===== src/rtl/nonce_result_fifo.sv =====
// nonce_result_fifo: captures comparator hits and queues {hash, nonce} for the host reader; define HIT_STATS_EN for hit/drop counters
module nonce_result_fifo #(
  parameter int DEPTH   = 4,
  parameter int NONCE_W = 32,
  parameter int HASH_W  = 256
) (
  input  logic                       wb_clk_i,
  input  logic                       wb_rst_i,
  input  logic                       enable,
  input  logic                       clear,
  input  logic                       cmp_valid,
  input  logic                       cmp_out,
  input  logic [HASH_W-1:0]          cmp_hash,
  input  logic [NONCE_W-1:0]         cmp_nonce,
  output logic                       res_valid,
  input  logic                       res_ready,
  output logic [HASH_W-1:0]          res_hash,
  output logic [NONCE_W-1:0]         res_nonce,
  output logic [$clog2(DEPTH+1)-1:0] fifo_level,
  output logic                       overflow
`ifdef HIT_STATS_EN
  ,
  output logic [31:0]                hit_count,
  output logic [31:0]                drop_count
`endif
);
  localparam int PW = $clog2(DEPTH);
  localparam int LW = $clog2(DEPTH + 1);
  localparam int EW = HASH_W + NONCE_W;

  logic               stage_valid_q, stage_valid_d;
  logic [HASH_W-1:0]  stage_hash_q, stage_hash_d;
  logic [NONCE_W-1:0] stage_nonce_q, stage_nonce_d;
  logic [EW-1:0]      mem_q [DEPTH];
  logic [EW-1:0]      mem_d [DEPTH];
  logic [PW-1:0]      wr_ptr_q, wr_ptr_d, rd_ptr_q, rd_ptr_d;
  logic [LW-1:0]      level_q, level_d;
  logic               overflow_q, overflow_d;
  logic               capture, full, pop, wr_en, drop;
  logic [EW-1:0]      head;

  assign capture    = cmp_valid & cmp_out & enable & ~clear;
  assign full       = level_q == LW'(DEPTH);
  assign pop        = res_valid & res_ready;
  assign wr_en      = stage_valid_q & (~full | pop) & ~clear;
  assign drop       = stage_valid_q & full & ~pop & ~clear;
  assign head       = mem_q[rd_ptr_q];
  assign res_valid  = level_q != '0;
  assign res_hash   = head[EW-1:NONCE_W];
  assign res_nonce  = head[NONCE_W-1:0];
  assign fifo_level = level_q;
  assign overflow   = overflow_q;

  // next state: capture stage, FIFO pointers/level, sticky overflow; clear dominates push and pop
  always_comb begin
    stage_valid_d = capture;
    stage_hash_d  = capture ? cmp_hash : stage_hash_q;
    stage_nonce_d = capture ? cmp_nonce : stage_nonce_q;
    wr_ptr_d      = clear ? '0 : wr_ptr_q + PW'(wr_en);
    rd_ptr_d      = clear ? '0 : rd_ptr_q + PW'(pop);
    level_d       = clear ? '0 : level_q + LW'(wr_en) - LW'(pop);
    overflow_d    = ~clear & (overflow_q | drop);
    mem_d         = mem_q;
    if (wr_en) mem_d[wr_ptr_q] = {stage_hash_q, stage_nonce_q};
  end

  // state registers; reset also zeroes the data path so res_* read 0
  always_ff @(posedge wb_clk_i) begin
    if (wb_rst_i) begin
      stage_valid_q <= 1'b0;
      stage_hash_q  <= '0;
      stage_nonce_q <= '0;
      wr_ptr_q      <= '0;
      rd_ptr_q      <= '0;
      level_q       <= '0;
      overflow_q    <= 1'b0;
      for (int i = 0; i < DEPTH; i++) mem_q[i] <= '0;
    end else begin
      stage_valid_q <= stage_valid_d;
      stage_hash_q  <= stage_hash_d;
      stage_nonce_q <= stage_nonce_d;
      wr_ptr_q      <= wr_ptr_d;
      rd_ptr_q      <= rd_ptr_d;
      level_q       <= level_d;
      overflow_q    <= overflow_d;
      mem_q         <= mem_d;
    end
  end

`ifdef HIT_STATS_EN
  logic [31:0] hit_count_q, hit_count_d, drop_count_q, drop_count_d;

  assign hit_count  = hit_count_q;
  assign drop_count = drop_count_q;

  // saturating statistics, untouched by clear
  always_comb begin
    hit_count_d  = (capture && hit_count_q != '1) ? hit_count_q + 32'd1 : hit_count_q;
    drop_count_d = (drop && drop_count_q != '1) ? drop_count_q + 32'd1 : drop_count_q;
  end

  // statistics registers
  always_ff @(posedge wb_clk_i) begin
    if (wb_rst_i) begin
      hit_count_q  <= '0;
      drop_count_q <= '0;
    end else begin
      hit_count_q  <= hit_count_d;
      drop_count_q <= drop_count_d;
    end
  end
`endif
endmodule

===== config.mk =====
export PLATFORM = sky130hd
export DESIGN_NAME = nonce_result_fifo
export DESIGN_NICKNAME = d
export VERILOG_FILES = /design/src/rtl/nonce_result_fifo.sv
export SDC_FILE = /design/constraint.sdc
export NUM_CORES = 2
export LEC_CHECK = 0
export BUFFER_PORTS_ARGS = -buffer_cell sky130_fd_sc_hd__buf_2
export CORE_ASPECT_RATIO = 0.9
export CORE_MARGIN = 8
export CORE_UTILIZATION = 64
export CTS_CLUSTER_DIAMETER = 30
export DETAILED_ROUTE_END_ITERATION = 6
export PLACE_DENSITY_LB_ADDON = 0.12
export SETUP_SLACK_MARGIN = 0.3
export SLEW_MARGIN = 20
export SYNTH_ARGS = -nofsm -noshare
export SYNTH_HDL_FRONTEND = slang
export SYNTH_SLANG_ARGS = --single-unit
export TNS_END_PERCENT = 5

===== constraint.sdc =====
create_clock -name wb_clk_i -period 4.1 [get_ports wb_clk_i]
set_input_delay 0.82 -clock wb_clk_i [delete_from_list [all_inputs] [get_ports wb_clk_i]]
set_output_delay 0.82 -clock wb_clk_i [all_outputs]
set_load 0.01 [all_outputs]

==> impl_metrics.py <==
metrics = {
    "critical_path": {
        "endpoint_kind": "output pin",
        "r2r-start": "fifo_level[0]",
        "crit_end": "res_nonce[4]",
        "cp_data_arrival_time_ns": 2.89,
        "cp_slowest_cell": "dfxtp_4",
        "reg2reg_to": "mem_q[38]",
        "slowest_delay_ns": 0.99,
        "reg2reg_depth": 5,
        "crit_start": "rd_ptr_q[1]",
        "rrSetupSlack_ns": 1.13,
        "crit_type": "reg -> out",
        "crit_chain": "buf_4, mux4_2, buf_2",
        "cp_max_fo": 41,
        "critPathRequiredTime_ns": 3.28,
        "start_kind": "flop",
    },
    "layout": {
        "final_net_count": 6447,
        "syn2layout_area_growth_pct": 19.1,
        "drive_gt1_frac": 0.220,
    },
    "synthesis": {
        "syn_area_per_cell_um2": 11.0,
        "synth_most_common_cell": "dfxtp_1",
        "yosysSeqAreaShare": 0.463,
        "ys_top_cells_by_area": "dfxtp_1 (46%), mux2i_1 (18%), nand2b_1 (14%)",
        "yosysTopAreaCell": "dfxtp_1",
        "syn-num-nets": 5978,
        "synth-seq-cells": 1449,
        "synth_flop_cell": "dfxtp_1",
        "synthCells": 5678,
        "ys_warn_count": 0,
        "yosysTopAreaCellShare": 0.463,
        "ys_top_cells_by_count": "dfxtp_1 (1449), nand2b_1 (1440), mux2i_1 (1152), nand2_1 (577), a21oi_1 (289)",
        "netlist_area_mm2": 0.0626,
        "synth_edf_count": 0,
        "synthArstFlopShare": 0,
        "ys_types": 27,
    },
    "detailed_routing": {
        "drt_wl_total_um": 157000,
        "drtPass1Iterations": 5,
        "viasPerCell": 5.63,
        "wl_per_cell_um": 20.6,
        "route.top_layer_used": "met5",
        "dr_wl_met3_um": 9730,
        "via_count": 43012,
        "drtAntennaViolNets": 0,
        "drtIter0Drc": 2896,
        "drc": 0,
        "wl_met2_um": 75800,
        "wl_met1_um": 65900,
    },
    "power_and_ir_drop": {
        "p_clk_frac": 0.587,
        "p_leak_uw": 0.0323,
        "power.internal_uw": 28600,
        "p_seq_frac": 0.389,
        "p_switching_uw": 7820,
        "combPwrFrac": 0.024,
        "power.density_mw_per_mm2": 489,
        "switching_share": 0.215,
        "ir_worst_vdd_mv": 0.390,
    },
    "sta": {
        "finalCritPeriodShare": 0.904,
        "slew_violations": 0,
        "hold_viol": 0,
        "fmax_mhz": 270,
        "setup_tns_ns": 0,
        "hold_slack_ns": 0.250,
        "worst_slew_pin_slew_ns": 1.11,
        "rsz0062_at_grt": "false",
        "fin_skew_ns": 0.0250,
        "relSlewSlack": 0.262,
        "min_period_ns": 3.71,
        "setup_viol": 0,
    },
    "floorplan": {
        "die_area_mm2": 0.108,
        "rows": 109,
        "die_w_um": 346,
        "core_mm2": 0.0976,
        "die_y_um": 313,
        "start_util": 0.641,
        "io_pins": 588,
    },
    "placed_design": {
        "routabilityCongestion": 0.784,
        "dp_hpwl_um": 97400,
        "port_buffers": 587,
    },
    "cts": {
        "clk_pin_slew_worst_paths_ns": 0.06,
        "cts_resized": 0,
        "root_buffer": "clkbuf_16",
        "ctsHoldBuffers": 0,
        "cts-htree-levels": 4,
        "cts_inserted_buffers": 238,
        "cts_tree": "built",
        "clock-sinks": 1449,
        "cts_max_path_buffers": 3,
        "clock_latency_ns": 0.81,
        "post_cts_buffers": 0,
    },
    "status": {
        "status": "completed",
    },
    "grt": {
        "grtUsageTotal": 0.280,
        "grt_pass1_wl_um": 248000,
        "antenna_found_initial": 8,
        "grt_pass1_vias": 45289,
        "grt_overflow": 0,
        "grt_max_degree": 177,
    },
    "worst_hold_path": {
        "worstHoldPathType": "in -> reg",
    },
    "run": {
        "maxCapViolCount": 0,
    },
}
==> through the flow <==
step | cells | utilization | worst slack [ns] | instance area (µm²) | total power [µW]
after floorplan | 5678 | - | 1.49 | 62600 | 15000
after global placement | 7183 | 0.673 | 0.701 | 65800 | 15300
after detailed placement | 7183 | 0.673 | 0.642 | 65800 | 15300
after CTS | 7638 | 0.763 | 0.325 | 74500 | 36700
after global routing | 7640 | 0.763 | 0.328 | 74600 | 37500
final | 7640 | 0.763 | 0.392 | 74600 | 36500
==> critical path, delay by kind of cell (launching register included) <==
family   cells  cell delay (ns)
flops        1             0.99
buf+inv      2             0.65
mux          1             0.43
==> worst min path at each step <==
| stage | start | endpoint | slack [ns] | depth (start not counted) |
|---|---|---|---|---|
| 6_report | cmp_hash[248] | stage_hash_q[248] | 0.25 | 3 |
| 5_1_grt | cmp_hash[26] | stage_hash_q[26] | 0.22 | 3 |
| 4_1_cts | cmp_hash[160] | stage_hash_q[160] | 0.19 | 3 |
| 3_5_place_dp | stage_hash_q[38] | stage_hash_q[38] | 0.45 | 2 |
| 3_3_place_gp | stage_hash_q[63] | stage_hash_q[63] | 0.44 | 2 |
| 2_1_floorplan | stage_hash_q[0] | stage_hash_q[0] | 0.44 | 2 |
==> flip-flops by register name (all words and copies together), names as in the netlist <==
| name | count |
|---|---|
| stage_hash_q | 256 |
| wr_ptr_q | 2 |
| fifo_level | 3 |
| stage_valid_q | 1 |
| rd_ptr_q | 2 |
| mem_q | 1152 |
| overflow | 1 |
| stage_nonce_q | 32 |
==> final cells by class <==
type,count,area [µm²]
Antenna cell,2,5.00
Multi-Input combinational cell,3776,30900
Clock inverter,161,2300
Inverter,4,15.0
Sequential cell,1449,29000
Fill cell,6460,23100
Tap cell,1276,1600
Clock buffer,294,6490
Timing Repair Buffer,678,4230
==> per-layer routing <==
| metal | up-vias | global-route usage |
|---|---|---|
| met2 | 1136 | 0.471 |
| met3 | 285 | 0.0656 |
| met1 | 21268 | 0.349 |
| met5 | - | 0 |
| li1 | 20317 | - |
| met4 | 6 | 0.115 |
==> layout by cell type, fill, tap and decap left out, types with 4 or more instances in the layout <==
master      Yosys  layout
buf_12          1      48
clkbuf_8        0      32
nand2_1       577     577
clkinv_2        0      35
xnor2_1         4       4
buf_4          23      43
nor3_1          4       4
mux4_2        288     288
clkinv_8        0       4
inv_1           4       4
clkinvlp_4      0      28
clkinv_4        0      13
clkbuf_16       0     238
buf_2          60     586
and2_1          5       5
inv_6           0      26
ha_1            4       4
dfxtp_1      1449    1447
nand2b_1     1440    1440
mux2i_1      1152    1152
inv_16          0       4
inv_8           0       4
a21oi_1       289     289
bufinv_16       0      43
clkbuf_1      242      24
==> power groups by stage <==
stage / Combinational, µW / Sequential [µW] / Clock (µW)
global placement: 857 / 14500 / 0
global route: 927 / 14200 / 22300
detailed placement: 859 / 14500 / 0
floorplan: 547 / 14500 / 0
finish: 870 / 14200 / 21400
CTS: 865 / 14200 / 21600
==> kinds of logic after synthesis <==
logic type	share of synthesized area
compound gates	0.0231
xor+xnor	0.000559
fa+ha+maj	0.00112
buf+inv	0.0434
flops	0.463
mux	0.288
simple gates	0.181
No activity file was read; power rests on OpenSTA's default activity.
